[config.mk]
export PLATFORM = sky130hd
export DESIGN_NAME = hazard_fwd_scoreboard
export DESIGN_NICKNAME = d
export VERILOG_FILES = /design/src/rtl/hazard_pkg.sv /design/src/rtl/hazard_fwd_scoreboard_fwd_select.sv /design/src/rtl/hazard_fwd_scoreboard.sv
export SDC_FILE = /design/constraint.sdc
export NUM_CORES = 1
export LEC_CHECK = 0
export CORE_MARGIN = 3
export CORE_UTILIZATION = 29
export CTS_BUF_LIST = sky130_fd_sc_hd__clkbuf_8
export DETAILED_ROUTE_END_ITERATION = 8
export PLACE_DENSITY = 0.61
export SLEW_MARGIN = 5
export SYNTH_ARGS = -nofsm -noshare
export SYNTH_HDL_FRONTEND = slang
export SYNTH_SLANG_ARGS = --single-unit
[constraint.sdc]
create_clock -name clk -period 4.6 [get_ports clk]
set_input_delay 0.92 -clock clk [delete_from_list [all_inputs] [get_ports clk]]
set_output_delay 0.92 -clock clk [all_outputs]
set_load 0.03 [all_outputs]
[src/rtl/hazard_pkg.sv]
// Shared constants for the ID-stage hazard / forwarding unit.
//   - SEL_* : operand-mux select encodings (0 = register file, k = stage k-1)
//   - sel_width() : width of one operand-mux select for a given stage count
//   - DEF_* : default geometry used by the top level
package hazard_pkg;

  localparam int DEF_REG_ADDR_W = 5;
  localparam int DEF_LOAD_LAT   = 1;

  localparam int SEL_RF  = 0;
  localparam int SEL_EX  = 1;
  localparam int SEL_MEM = 2;
  localparam int SEL_WB  = 3;

  // One select must encode "register file" plus every forwarding stage.
  // Never return zero, so a degenerate single-stage build still has a bit.
  function automatic int sel_width(input int num_fwd);
    int w;
    w = $clog2(num_fwd + 1);
    return (w < 1) ? 1 : w;
  endfunction

endpackage

[src/rtl/hazard_fwd_scoreboard_fwd_select.sv]
// Forwarding source selection for a single source operand.
//   src_addr_i  : register address read by this operand
//   src_used_i  : operand is actually read
//   fwd_rd_i    : destination register per forwarding stage (stage 0 = EX)
//   fwd_rf_le_i : write enable per forwarding stage
//   sel_o       : 0 = register file, k = forward from stage k-1
// Purely combinational; the youngest matching stage wins.
module fwd_select
  import hazard_pkg::*;
#(
  parameter int REG_ADDR_W = DEF_REG_ADDR_W,
  parameter int NUM_FWD    = 3,
  parameter int SEL_W      = sel_width(NUM_FWD)
) (
  input  logic [REG_ADDR_W-1:0]         src_addr_i,
  input  logic                          src_used_i,
  input  logic [NUM_FWD*REG_ADDR_W-1:0] fwd_rd_i,
  input  logic [NUM_FWD-1:0]            fwd_rf_le_i,
  output logic [SEL_W-1:0]              sel_o
);

  always_comb begin
    // NOTE: a default assignment before any conditional keeps this block
    // purely combinational; without it an unmatched path would infer a latch.
    sel_o = SEL_W'(SEL_RF);
    // Walk from oldest to youngest so the youngest match is written last.
    // src_addr_i != 0 already excludes stages whose destination is r0.
    if (src_used_i && (src_addr_i != '0)) begin
      for (int k = NUM_FWD - 1; k >= 0; k--) begin
        if (fwd_rf_le_i[k] && (fwd_rd_i[k*REG_ADDR_W +: REG_ADDR_W] == src_addr_i)) begin
          sel_o = SEL_W'(k + 1);
        end
      end
    end
  end

endmodule

[src/rtl/hazard_fwd_scoreboard.sv]
// ID-stage hazard detection, operand forwarding and load-latency scoreboard.
//   clk, rst_n            : clock, synchronous active-low reset
//   id_valid              : valid instruction in ID
//   id_src, id_src_used   : packed source addresses and per-source read flags
//   id_rd, id_rf_le       : destination and register-file write enable
//   id_is_load            : ID instruction is a load
//   flush                 : kill the ID instruction
//   fwd_rd, fwd_rf_le     : destination / write enable per forwarding stage
//   stall_clr             : clear the stall-cycle counter
//   nop, id_le            : bubble into EX / IF-ID load enable
//   src_sel               : per-source operand mux select
//   sb_busy               : some load result is still in flight
//   stall_cycles          : saturating stall-cycle counter
module hazard_fwd_scoreboard
  import hazard_pkg::*;
#(
  parameter  int REG_ADDR_W  = DEF_REG_ADDR_W,
  parameter  int NUM_SRC     = 2,
  parameter  int NUM_FWD     = 3,
  parameter  int LOAD_LAT    = DEF_LOAD_LAT,
  parameter  int STALL_CNT_W = 16,
  localparam int SEL_W       = sel_width(NUM_FWD)
) (
  input  logic                          clk,
  input  logic                          rst_n,
  input  logic                          id_valid,
  input  logic [NUM_SRC*REG_ADDR_W-1:0] id_src,
  input  logic [NUM_SRC-1:0]            id_src_used,
  input  logic [REG_ADDR_W-1:0]         id_rd,
  input  logic                          id_rf_le,
  input  logic                          id_is_load,
  input  logic                          flush,
  input  logic [NUM_FWD*REG_ADDR_W-1:0] fwd_rd,
  input  logic [NUM_FWD-1:0]            fwd_rf_le,
  input  logic                          stall_clr,
  output logic                          nop,
  output logic                          id_le,
  output logic [NUM_SRC*SEL_W-1:0]      src_sel,
  output logic                          sb_busy,
  output logic [STALL_CNT_W-1:0]        stall_cycles
);

  localparam int NUM_REGS = 2 ** REG_ADDR_W;
  localparam int CNT_W    = $clog2(LOAD_LAT + 1);

  logic [CNT_W-1:0]         cnt_q [NUM_REGS];
  logic [CNT_W-1:0]         cnt_d [NUM_REGS];
  logic [STALL_CNT_W-1:0]   stall_cnt_q, stall_cnt_d;
  logic [NUM_SRC-1:0]       haz;
  logic [NUM_SRC*SEL_W-1:0] sel_raw;
  logic                     stall, issue, load_alloc, busy_any;

  // A source is hazardous while its register still has cycles left before
  // the load result can be forwarded. r0 is hard-wired and never waits.
  always_comb begin
    haz = '0;
    for (int s = 0; s < NUM_SRC; s++) begin
      haz[s] = id_valid && id_src_used[s]
               && (id_src[s*REG_ADDR_W +: REG_ADDR_W] != '0)
               && (cnt_q[id_src[s*REG_ADDR_W +: REG_ADDR_W]] != '0);
    end
  end

  // A flushed instruction is discarded anyway, so it never holds IF/ID.
  assign stall      = (|haz) & ~flush;
  assign issue      = id_valid & ~stall & ~flush;
  assign load_alloc = issue & id_is_load & id_rf_le & (id_rd != '0);

  // All pending entries age by one; a newly issued load re-arms its entry,
  // which also supersedes any older load to the same register.
  always_comb begin
    for (int r = 0; r < NUM_REGS; r++) begin
      cnt_d[r] = (cnt_q[r] != '0) ? cnt_q[r] - CNT_W'(1) : cnt_q[r];
    end
    if (load_alloc) begin
      cnt_d[id_rd] = CNT_W'(LOAD_LAT);
    end
  end

  always_comb begin
    busy_any = 1'b0;
    for (int r = 0; r < NUM_REGS; r++) begin
      busy_any = busy_any | (cnt_q[r] != '0);
    end
  end

  // Clear wins over counting; counting stops at all-ones.
  always_comb begin
    stall_cnt_d = stall_cnt_q;
    if (stall_clr) begin
      stall_cnt_d = '0;
    end else if (stall && !(&stall_cnt_q)) begin
      stall_cnt_d = stall_cnt_q + STALL_CNT_W'(1);
    end
  end

  always_ff @(posedge clk) begin
    if (!rst_n) begin
      // NOTE: the counter array is reset explicitly because stale entries
      // would produce phantom stalls after reset; a plain data RAM would not
      // need this.
      for (int r = 0; r < NUM_REGS; r++) begin
        cnt_q[r] <= '0;
      end
      stall_cnt_q <= '0;
    end else begin
      // NOTE: non-blocking assignments here so every register samples the
      // pre-edge state, independent of statement order.
      cnt_q       <= cnt_d;
      stall_cnt_q <= stall_cnt_d;
    end
  end

  for (genvar s = 0; s < NUM_SRC; s++) begin : g_src
    fwd_select #(
      .REG_ADDR_W (REG_ADDR_W),
      .NUM_FWD    (NUM_FWD),
      .SEL_W      (SEL_W)
    ) u_fwd_select (
      .src_addr_i  (id_src[s*REG_ADDR_W +: REG_ADDR_W]),
      .src_used_i  (id_src_used[s]),
      .fwd_rd_i    (fwd_rd),
      .fwd_rf_le_i (fwd_rf_le),
      .sel_o       (sel_raw[s*SEL_W +: SEL_W])
    );
  end

  // Outputs are held at their idle values while reset is asserted.
  assign nop          = rst_n & (stall | flush);
  assign id_le        = ~rst_n | ~stall;
  assign src_sel      = rst_n ? sel_raw : '0;
  assign sb_busy      = rst_n & busy_any;
  assign stall_cycles = stall_cnt_q;

endmodule

==> run metrics <==
Filler cells=997; clk_lat worst skew=310 ps; ANT nets after route=0; warnings from Yosys=0; Die Wd=106 um; Crit. End Element=output port; Leakage=1.41 nW; core area=9770 um2; Synth Flop Type=dfxtp_1; largest net degree at the start of global routing=31; Synth area leader=dfxtp_1; Commonest cells post-synth=dfxtp_1, nor2_1, mux2i_1; clk_skew=11.3 ps; CTS buffer count=5; clock-pin slew on the worst setup and hold paths=80 ps; first-pass GRT wire length=14.0 mm; fmax=0.240 GHz; status=completed; total routed wirelength=8.25 mm; clk root buf=clkbuf_8; Mean Syn Cell Area=8.41 um2; CP Data Required Time=3680 ps; H-tree levels=2; Overall Power=0.000878 W; PD cells=228 nW/um2; WL per Instance=15.1 um; Total GRT Usage=15.0%; area added between synthesis and finish=31.5%; IO buf count=64; DRT Pass-1 Iters=4; Final Hold Fails=0; Tcrit/Tclk final=90.5%; WS Path Type=primary input to output port; RePlAce Congestion=0.884; Setup Fix Bufs, Post-CTS=0; Register Area=961 um2; Max Cap Viol=0; clk buf depth=2; EDFF count, synth=0; initial DRC count=139; Multi-input gate area=1830 um2; hpwl dp=6.47 mm; CTS tree=done; fin crit period=4160 ps; CTS sink count=48; total negative slack=0 ps; RSZ-0062 raised after global routing=false; startpoint types=primary input; sequential fraction of the synthesis area=32.8%; Cell Rows=36; Post-Syn Area=2930 um2; number of diodes=0; register bit total from synthesis=48; crit path DAT=3240 ps; post-synthesis net count=391; initial antenna violation count=0; total grt overflow=0; vias in the first global route=2,786; Yosys top cell area share=32.8%; Synth area leaders=dfxtp_1, mux2i_1, xor2_1; routed via count=2,751; layout cell share with drive strength beyond 1=6.55%; Hold Crit Class=register to register; top-count cell post-synth=dfxtp_1; cells after synthesis=348; Remaining DRCs=0; post-synth cell types=43; Die H=106 um; critical path peak fanout=20; die area=11,300 um2; Nets=454; Async SR Flop Fraction=0%; worst slew margin relative to its limit=46.8%; slew of the pin with the lowest slew margin=799 ps; fin util=39.3%; Starting Density=29.9%; Final Setup Violations=0; worst vdd ir=0.132 mV; Max Slew Vio Count=0; Vias/cell=5.05; I/O pins=65
[flip-flops by register name, summed over array words and instances, names as in the netlist]
register	cells
stall_cycles	16
cnt_q	32
[cell families (layout without fill, tap and decap cells)]
family | Yosys count | count (layout) | synth area share, %
flops | 48 | 48 | 32.8
simple gates | 155 | 155 | 28.8
fa+ha+maj | 1 | 1 | 0.428
xor+xnor | 30 | 30 | 8.98
buf+inv | 24 | 88 | 4.75
compound gates | 57 | 57 | 13.1
mux | 32 | 32 | 10.9
other cells | 1 | 1 | 0.128
[what timing repair did]
action / CTS / global route
endpoints found under the setup margin: 0 / 1
hold buffers: 0 / 0
endpoints found under the hold margin: 0 / 0
resized for setup: 0 / 1
[layout by cell type (no fill, tap or decap), drive strengths merged, types with 4 or more instances in the layout]
cell type / instances
dfxtp: 48
xor2: 24
or4: 11
and2: 5
clkbuf: 5
and3: 15
xnor2: 6
buf: 16
nor4: 15
nor2b: 6
nor2: 39
nand4: 5
nand3b: 4
nand2: 21
nand3: 12
nand2b: 6
clkdlybuf4s50: 62
a22oi: 10
mux2i: 32
o31ai: 10
a21oi: 23
[power by group]
group / internal [W] / leakage, nW / switching (W) / total (W)
logic: 0.0000811 / 0.971 / 0.0000742 / 0.000155
registers: 0.000416 / 0.387 / 0.000000767 / 0.000417
clock network: 0.000161 / 0.0541 / 0.000145 / 0.000306
total: 0.000658 / 1.41 / 0.000220 / 0.000878
[worst max-delay path, stage by stage]
cell,delay (ps)
clkdlybuf4s50_1,510
buf_12,190
mux2i_1,270
a22oi_1,120
and3_1,180
o41ai_2,340
and2_0,240
nor2b_1,60
o21a_1,160
dlymetal6s2s_1,230
[per-layer routing]
| layer | track usage, % | wire length, um | vias up |
|---|---|---|---|
| met4 | 4.02 | 97 | 0 |
| li1 | - | - | 1392 |
| met3 | 2.25 | 354 | 6 |
| met5 | 0 | 0 | - |
| met2 | 25.3 | 4000 | 60 |
| met1 | 20.0 | 3790 | 1293 |
[area by class of cell]
cell class | count | share of cell area, %
inverter | 1 | 0.0976
multi-input combinational | 276 | 47.5
clock inverter | 3 | 1.11
timing repair buffer | 79 | 20.2
sequential | 48 | 25.0
tap | 133 | 4.33
clock buffer | 5 | 1.79
[worst paths after layout]
| path | start | to | slack, ps | cells past startpoint |
|---|---|---|---|---|
| worst max-delay path | id_src[0] | nop | 440 | 10 |
| worst min-delay path | stall_cycles[4] | stall_cycles[4] | 500 | 2 |
| worst max register to register | cnt_q[9] | stall_cycles[1] | 2170 | 8 |
| worst min register to register | stall_cycles[4] | stall_cycles[4] | 500 | 2 |
[per-stage QoR]
| stage | hold slack [ps] | setup slack [ps] | instance area (um2) | cells |
|---|---|---|---|---|
| after floorplan | 610 | 1160 | 2930 | 348 |
| after global placement | 477 | 87.2 | 3730 | 537 |
| after detailed placement | 486 | 97.1 | 3730 | 537 |
| after CTS | 499 | 70.8 | 3840 | 545 |
| after global routing | 528 | 344 | 3850 | 545 |
| final | 495 | 437 | 3850 | 545 |
(Power assumes the default switching activity.)
